$ cat src/rtl/sbox_table_loader.sv
// sbox_table_loader: streams bytes into a 1024x8 S-box BRAM and tracks their checksum.
// Define SBOX_LOADER_READBACK_EN to read the table back and verify it against that checksum.
module sbox_table_loader #(
  parameter int AW = 10,
  parameter int READ_LATENCY = 2,
  parameter int CSUM_W = 16
) (
  input  logic              clk,
  input  logic              rst_n,
  input  logic              start,
  input  logic              abort,
  input  logic              s_valid,
  input  logic [7:0]        s_data,
  output logic              s_ready,
  output logic              mem_en,
  output logic              mem_we,
  output logic [AW-1:0]     mem_addr,
  output logic [7:0]        mem_din,
  input  logic [7:0]        mem_dout,
  output logic              busy,
  output logic              done,
  output logic              error,
  output logic [CSUM_W-1:0] csum
);
  localparam logic [2:0] IDLE = 3'd0, LOAD = 3'd1;
  logic [2:0] state;
  logic [AW:0] wcnt;
  logic hs;
`ifdef SBOX_LOADER_READBACK_EN
  localparam logic [2:0] VRD = 3'd2, VDRAIN = 3'd3, CMP = 3'd4;
  localparam logic [AW:0] LAST = {1'b0, {AW{1'b1}}};
  logic [READ_LATENCY-1:0] vpipe;
  logic [AW:0] rcnt;
  logic [CSUM_W-1:0] rsum;
  logic tag;
  // the oldest pipe stage marks the cycle whose mem_dout belongs to a read we issued
  assign tag = vpipe[READ_LATENCY-1];
`else
  logic unused_dout;
  assign unused_dout = ^mem_dout ^ (READ_LATENCY == 0);
`endif
  // wcnt reaching DEPTH closes the stream while the last write is still in flight
  assign s_ready = (state == LOAD) && !wcnt[AW];
  assign hs = s_valid && s_ready;
  always_ff @(posedge clk or negedge rst_n) begin
    if (!rst_n) begin
      state <= IDLE;
      busy <= 1'b0;
      done <= 1'b0;
      error <= 1'b0;
      mem_en <= 1'b0;
      mem_we <= 1'b0;
      mem_addr <= '0;
      mem_din <= '0;
      csum <= '0;
      wcnt <= '0;
`ifdef SBOX_LOADER_READBACK_EN
      vpipe <= '0;
      rcnt <= '0;
      rsum <= '0;
`endif
    end else begin
      done <= 1'b0;
`ifdef SBOX_LOADER_READBACK_EN
      vpipe <= READ_LATENCY'({vpipe, state == VRD});
      if (tag) begin
        rsum <= rsum + CSUM_W'(mem_dout);
        rcnt <= rcnt + 1'b1;
      end
`endif
      if (abort && (state != IDLE || start)) begin
        state <= IDLE;
        busy <= 1'b0;
        mem_en <= 1'b0;
        mem_we <= 1'b0;
        error <= 1'b1;
      end else begin
        case (state)
          IDLE: if (start) begin
            state <= LOAD;
            busy <= 1'b1;
            wcnt <= '0;
            csum <= '0;
            error <= 1'b0;
          end
          LOAD: begin
            mem_en <= hs;
            mem_we <= hs;
            if (hs) begin
              mem_addr <= wcnt[AW-1:0];
              mem_din <= s_data;
              wcnt <= wcnt + 1'b1;
              csum <= csum + CSUM_W'(s_data);
            end else if (wcnt[AW]) begin
`ifdef SBOX_LOADER_READBACK_EN
              state <= VRD;
              mem_en <= 1'b1;
              mem_addr <= '0;
              rcnt <= '0;
              rsum <= '0;
`else
              state <= IDLE;
              busy <= 1'b0;
              done <= 1'b1;
`endif
            end
          end
`ifdef SBOX_LOADER_READBACK_EN
          VRD: if (&mem_addr) state <= VDRAIN; else mem_addr <= mem_addr + 1'b1;
          // mem_en stays high here so the RAM output register delivers the last reads
          VDRAIN: if (tag && rcnt == LAST) begin
            state <= CMP;
            mem_en <= 1'b0;
          end
          CMP: begin
            state <= IDLE;
            busy <= 1'b0;
            done <= 1'b1;
            error <= rsum != csum;
          end
`endif
          default: state <= IDLE;
        endcase
      end
    end
  end
endmodule

$ cat config.mk
export PLATFORM = sky130hd
export DESIGN_NAME = sbox_table_loader
export DESIGN_NICKNAME = d
export VERILOG_FILES = /design/src/rtl/sbox_table_loader.sv
export SDC_FILE = /design/constraint.sdc
export NUM_CORES = 1
export LEC_CHECK = 0
export ABC_AREA = 1
export BUFFER_PORTS_ARGS = -buffer_cell sky130_fd_sc_hd__buf_2
export CORE_MARGIN = 1.5
export CORE_UTILIZATION = 48
export DETAILED_ROUTE_END_ITERATION = 6
export GPL_TIMING_DRIVEN = 0
export PLACE_DENSITY = 0.75
export SYNTH_ARGS = -nofsm -noshare
export SYNTH_HDL_FRONTEND = slang
export SYNTH_SLANG_ARGS = --single-unit
$ cat constraint.sdc
create_clock -name clk -period 1.7 [get_ports clk]
set_clock_uncertainty 0.1 [all_clocks]
set_input_delay 0.34 -clock clk [delete_from_list [all_inputs] [get_ports clk]]
set_output_delay 0.34 -clock clk [all_outputs]
set_load 0.01 [all_outputs]
Yosys cells after proc, flatten, opt, wreduce, memory -nomap -nowiden
Index checks and enable logic that the tools add are counted.
{"block": "totals", "output_inout_bits": 40, "in_bits": 21, "regBits": 52, "elab_cells": 60}
{"block": "op_classes", "muxes": 25, "n_eq_ne": 6, "n_addsub": 2, "bitwise_logic": 1, "reduce_logical": 17}
{"operator": "16-bit 2-to-1 mux", "count": 2}
{"operator": "16-bit case mux with 2 select lines", "count": 1}
{"operator": "11-bit 2-to-1 mux", "count": 2}
{"operator": "11-bit case mux with 2 select lines", "count": 1}
{"operator": "16-bit by 8-bit adder with 16-bit output", "count": 1}
{"operator": "1-bit 2-to-1 mux", "count": 13}
{"operator": "3-bit 2-to-1 mux", "count": 4}
{"operator": "11-bit by 1-bit adder with 11-bit output (second input constant)", "count": 1}
{"operator": "4-bit AND reduction", "count": 2}
{"operator": "2-bit nonzero test", "count": 4}
{"operator": "3-bit by 2-bit != test with 1-bit output (second input constant)", "count": 2}
{"operator": "3-bit case mux with 2 select lines", "count": 1}
{"operator": "3-bit AND reduction", "count": 2}
{"operator": "3-bit nonzero test", "count": 2}
{"operator": "2-bit != test (second input constant)", "count": 2}
{"operator": "3-bit by 1-bit equality test with 1-bit output (second input constant)", "count": 1}
{"operator": "1-bit logical AND", "count": 3}
{"operator": "3-bit zero test", "count": 1}
{"operator": "3-bit != test (second input constant)", "count": 1}
{"operator": "1-bit case mux with 2 select lines", "count": 1}
{"operator": "2-bit AND reduction", "count": 1}
{"operator": "1-bit zero test", "count": 1}
{"operator": "1-bit logical OR", "count": 1}
{"operator": "1-bit NOT", "count": 1}

Logic depth before layout (Yosys ltp)
{"block": "logic_depth", "word_depth": 6, "depth_mapped": 11}

Worst setup path after synthesis
Ideal clock, no wire load.
{"block": "synth_timing", "path_kind": "reg-to-reg", "start": "register csum[0]", "end": "register csum[8]", "stages_incl_launch_ff": 10, "required_time_ns": 1.481, "slack_ns": -0.224, "period_less_slack_ns": 1.924, "path_buffers": 0, "arrival_ns": 1.705, "path_cell_list": "dfrtp_1 -> ha_1 -> inv_1 -> fa_1 -> nor2_1 -> nor2_1 -> o21ai_0 -> nand3_1 -> nand2_1 -> nor2_1"}
{"block": "synth_between", "elab_chain_len": 3}
{"element": "start: declaration", "line": "23", "text": "output logic [CSUM_W-1:0] csum"}
{"element": "start signal: assignment", "line": "93", "text": "csum <= csum + CSUM_W'(s_data);"}
{"element": "16-bit by 8-bit adder with 16-bit output", "line": "93"}
{"element": "16-bit 2-to-1 mux", "line": "89", "text": "if (hs) begin"}
{"element": "16-bit case mux with 2 select lines", "line": "78", "text": "case (state)"}
No other way between the ends. The select of a mux whose other input is x is not followed.
A chain may end at the register's enable or synchronous reset.

Worst setup path in the final report
{"block": "layout_timing", "start": "register csum[0]", "end": "register csum[12]"}
The elaborated chain is that of the path after synthesis.

==> metrics.txt <==
# TYPE chip_impl_metric gauge
chip_impl_metric{name="antenna_left",unit=""} 0
chip_impl_metric{name="crit_arrival",unit="ns"} 1.82
chip_impl_info{name="hp-class",value="in -> async"} 1
chip_impl_metric{name="worstMarginPinSlew",unit="ns"} 1.07
chip_impl_metric{name="synthToLayoutAreaGrowth",unit="%"} 29.9
chip_impl_metric{name="dp_hpwl",unit="mm"} 4.31
chip_impl_metric{name="grt_antenna_before_repair",unit=""} 0
chip_impl_metric{name="worst_slew_margin_rel",unit="%"} 28.8
chip_impl_metric{name="setup_violations",unit=""} 4
chip_impl_info{name="rr_startpoint",value="csum[0]"} 1
chip_impl_metric{name="grt_start_max_net_pins",unit=""} 50
chip_impl_info{name="status",value="complete, but fails checks"} 1
chip_impl_metric{name="post_drt_via_cell_ratio",unit=""} 5.13
chip_impl_metric{name="cp.required",unit="ns"} 1.80
chip_impl_metric{name="vias_in_the_first_global_route",unit=""} 2190
chip_impl_info{name="criticalPathCategory",value="reg -> reg"} 1
chip_impl_metric{name="gr-usage-all-layers",unit="%"} 21.1
chip_impl_metric{name="maxCapViolations",unit=""} 0
chip_impl_metric{name="async_reset_ff_share",unit="%"} 100
chip_impl_metric{name="cts.sink_count",unit=""} 49
chip_impl_metric{name="post-route-drc-count",unit=""} 0
chip_impl_metric{name="sequential_cell_area",unit="sq um"} 1230
chip_impl_metric{name="dr_total_vias",unit=""} 2452
chip_impl_metric{name="layout-drive-gt1-share",unit="%"} 30.1
chip_impl_metric{name="die_area",unit="sq um"} 5910
chip_impl_metric{name="yosys_register_bits",unit=""} 49
chip_impl_metric{name="clock_path_buffers",unit=""} 2
chip_impl_metric{name="post_synthesis_sequential_area_ratio",unit="%"} 46.8
chip_impl_metric{name="final_nets",unit=""} 438
chip_impl_metric{name="grt_first_pass_wirelength",unit="mm"} 10.1
chip_impl_metric{name="post-layout-total-power",unit="W"} 0.00357
chip_impl_metric{name="first_iter_violations",unit=""} 164
chip_impl_metric{name="synth_area",unit="sq um"} 2620
chip_impl_info{name="cell_at_the_root_of_the_clock_tree",value="sky130_fd_sc_hd__clkbuf_8"} 1
chip_impl_info{name="timing.critical_path.to_type",value="register"} 1
chip_impl_info{name="synth_top_cells_by_area",value="sky130_fd_sc_hd__dfrtp_1 (47%), sky130_fd_sc_hd__nand2_1 (15%), sky130_fd_sc_hd__nor2_1 (5.2%), sky130_fd_sc_hd__o21ai_0 (5.0%), sky130_fd_sc_hd__inv_1 (4.7%)"} 1
chip_impl_metric{name="globalRouteOverflowTotal",unit=""} 0
chip_impl_metric{name="layout.cell_area.non_filler",unit="sq um"} 3400
chip_impl_metric{name="yosysWarnings",unit=""} 0
chip_impl_metric{name="core",unit="sq um"} 5170
chip_impl_metric{name="post-route-worst-setup-slack",unit="ns"} -0.0251
chip_impl_metric{name="num_io_pins",unit=""} 61
chip_impl_metric{name="multiInputGateArea",unit="sq um"} 1440
chip_impl_metric{name="reg_clk_slew_reported_paths",unit="ns"} 0.09
chip_impl_metric{name="antenna_cells",unit=""} 0
chip_impl_metric{name="wire_length_after_detailed_routing",unit="mm"} 6.40
chip_impl_info{name="ys_top_cells_by_count",value="sky130_fd_sc_hd__nand2_1 (108), sky130_fd_sc_hd__dfrtp_1 (49), sky130_fd_sc_hd__nor2_1 (36), sky130_fd_sc_hd__inv_1 (33), sky130_fd_sc_hd__o21ai_0 (26)"} 1
chip_impl_metric{name="synth_edf_count",unit=""} 0
chip_impl_info{name="cp-start-kind",value="register"} 1
chip_impl_info{name="violations",value="setup timing"} 1
chip_impl_metric{name="timing.final.hold_violations",unit=""} 0
chip_impl_metric{name="crit_path_max_fanout",unit=""} 4
chip_impl_metric{name="synth_top_cell_area_share",unit="%"} 46.8
chip_impl_info{name="rsz0062_at_grt",value="true"} 1
chip_impl_metric{name="synth_cell_types",unit=""} 27
chip_impl_metric{name="htree_levels",unit=""} 2
chip_impl_metric{name="clkLatencyLatePin",unit="ns"} 0.31
chip_impl_metric{name="finalCoreUtilization",unit="%"} 65.7
chip_impl_metric{name="avgSynthCellArea",unit="sq um"} 7.75
chip_impl_metric{name="placement_rows",unit=""} 26
chip_impl_metric{name="finalWeightedCongestion",unit=""} 0.870
chip_impl_info{name="synthMostInstantiatedCell",value="sky130_fd_sc_hd__nand2_1"} 1
chip_impl_metric{name="cts_made_buffers",unit=""} 5
chip_impl_metric{name="postSynthCellCount",unit=""} 338
chip_impl_metric{name="leakagePower",unit="nW"} 1.73
chip_impl_metric{name="report.final.slew_viol_count",unit=""} 0
chip_impl_metric{name="drt_pass1_iterations",unit=""} 4
chip_impl_metric{name="number_of_port_buffers",unit=""} 52
chip_impl_metric{name="syn_nets",unit=""} 369
chip_impl_info{name="postSynth.topFlopCell",value="sky130_fd_sc_hd__dfrtp_1"} 1
chip_impl_metric{name="fp.dieH",unit="um"} 76.9
chip_impl_info{name="timing.critical_path.from",value="csum[0]"} 1
chip_impl_metric{name="timing.fmax",unit="MHz"} 580
chip_impl_info{name="netlist.top_cell.by_area",value="sky130_fd_sc_hd__dfrtp_1"} 1
chip_impl_metric{name="die_width",unit="um"} 76.9
chip_impl_metric{name="power-per-cell-area",unit="nW/um^2"} 1050
chip_impl_metric{name="initial_utilization",unit="%"} 50.6
chip_impl_metric{name="area_of_placed_instances",unit="sq um"} 2980
chip_impl_metric{name="post-route-period-util",unit="%"} 101
chip_impl_metric{name="wl_per_cell",unit="um"} 13.4
chip_impl_info{name="tritoncts",value="done"} 1
chip_impl_metric{name="power.ir.vdd_worst",unit="mV"} 0.508
chip_impl_metric{name="final.min_clock_period",unit="ns"} 1.73
chip_impl_metric{name="layout_fillers",unit=""} 436
chip_impl_metric{name="worst_hold_margin",unit="ns"} 0.120
## report_power, final
| part | switching [W] | total [W] | leakage, nW | internal (W) |
|---|---|---|---|---|
| combinational | 0.000732 | 0.00130 | 1.02 | 0.000573 |
| clock | 0.000410 | 0.000749 | 0.0518 | 0.000338 |
| sequential | 0.000162 | 0.00152 | 0.656 | 0.00136 |
## state kept, by name, indices dropped and copies added (netlist names)
| name | flops |
|---|---|
| error | 1 |
| done | 1 |
| csum | 16 |
| mem_we | 1 |
| wcnt | 11 |
| mem_addr | 10 |
| mem_din | 8 |
| state | 1 |
## worst max-delay path, cell delays in order (launching register included)
cell and delay [ns]:
sky130_fd_sc_hd__dfrtp_1 0.40, sky130_fd_sc_hd__ha_4 0.17, sky130_fd_sc_hd__inv_2 0.04, sky130_fd_sc_hd__fa_2 0.37
sky130_fd_sc_hd__nor2_4 0.11, sky130_fd_sc_hd__nor2_4 0.05, sky130_fd_sc_hd__o21ai_4 0.16, sky130_fd_sc_hd__nand3_1 0.09
sky130_fd_sc_hd__nand2_1 0.06, sky130_fd_sc_hd__nor2_1 0.05
## routing by layer
metal	wire, um	vias to the layer above	GRT usage [%]
met1	2830	1154	28.3
met2	3200	67	34.4
met3	307	7	4.40
met5	0	-	0
li1	-	1224	-
met4	61	0	5.93
## cell families (layout without fill, tap and decap cells)
group,after synthesis,after routing,share of synthesized area (%)
AND/OR/NAND/NOR,188,188,30.8
flip-flops,49,49,46.8
buffers and inverters,44,114,7.21
AO/OA/AOI/OAI,43,43,8.74
adder cells (fa/ha/maj),10,10,5.06
XOR/XNOR,4,4,1.34
## layout by cell type, fill, tap and decap left out, types with 2 or more instances in the layout
cell                       Yosys  routed
sky130_fd_sc_hd__buf_6         2       2
sky130_fd_sc_hd__nand2_2       0       5
sky130_fd_sc_hd__inv_1        33      30
sky130_fd_sc_hd__nand2_1     108     102
sky130_fd_sc_hd__o21ai_1       0       2
sky130_fd_sc_hd__nand3_2       0       4
sky130_fd_sc_hd__xor2_1        3       3
sky130_fd_sc_hd__nor2_2        0       5
sky130_fd_sc_hd__nor2_1       36      28
sky130_fd_sc_hd__a21oi_1      12      10
sky130_fd_sc_hd__nand4_1       6       6
sky130_fd_sc_hd__dfrtp_2       0       2
sky130_fd_sc_hd__o31ai_1       2       2
sky130_fd_sc_hd__nand3_1      24      18
sky130_fd_sc_hd__buf_2         1      53
sky130_fd_sc_hd__ha_4          0       8
sky130_fd_sc_hd__clkbuf_8      0       6
sky130_fd_sc_hd__clkbuf_1      3       3
sky130_fd_sc_hd__o21ai_2       1       2
sky130_fd_sc_hd__a21oi_2       0       2
sky130_fd_sc_hd__inv_2         2       2
sky130_fd_sc_hd__nor2_4        1       4
sky130_fd_sc_hd__clkinv_4      0       2
sky130_fd_sc_hd__dfrtp_1      49      47
sky130_fd_sc_hd__buf_4         2      11
sky130_fd_sc_hd__o21ai_0      26      22
sky130_fd_sc_hd__nand2_4       1       2
sky130_fd_sc_hd__nand3_4       2       4
sky130_fd_sc_hd__nor3_1        9       8
## final timing paths
path	endpoint	slack, ns	depth (start not counted)
worst min register to register	mem_din[0]	0.38	2
worst min-delay path	error	0.12	1
worst max-delay path	csum[12]	-0.03	9
max in group asynchronous	state[0]	0.67	1
worst max register to register	csum[12]	-0.03	9
min in group clk	mem_din[2]	0.17	3
## through the flow
stage | setup WS [ns] | TNS, ns | std cells
finish | -0.0251 | -0.0660 | 478
global route | -0.115 | -0.607 | 478
CTS | -0.0586 | -0.145 | 472
detailed placement | -0.222 | -4.39 | 460
global placement | -0.176 | -3.27 | 460
floorplan | -0.00885 | -0.0234 | 338
## final cells by class
| cell class | instances | share of cell area (%) |
|---|---|---|
| multi-input cells | 245 | 42.4 |
| plain buffers | 8 | 1.80 |
| well taps | 70 | 2.58 |
| repair buffers | 62 | 9.86 |
| clock buffers | 6 | 2.43 |
| clock inverters | 2 | 0.515 |
| flip-flops and latches | 49 | 36.1 |
| inverters | 36 | 4.30 |
## repair_timing
action,4_1_cts,5_1_grt
hold buffers,0,0
gates resized for setup,12,42
buffers inserted,4,6
pin swaps,6,11
endpoints found under the setup margin,27,26
Note: power is estimated with default switching activity, not from simulation.
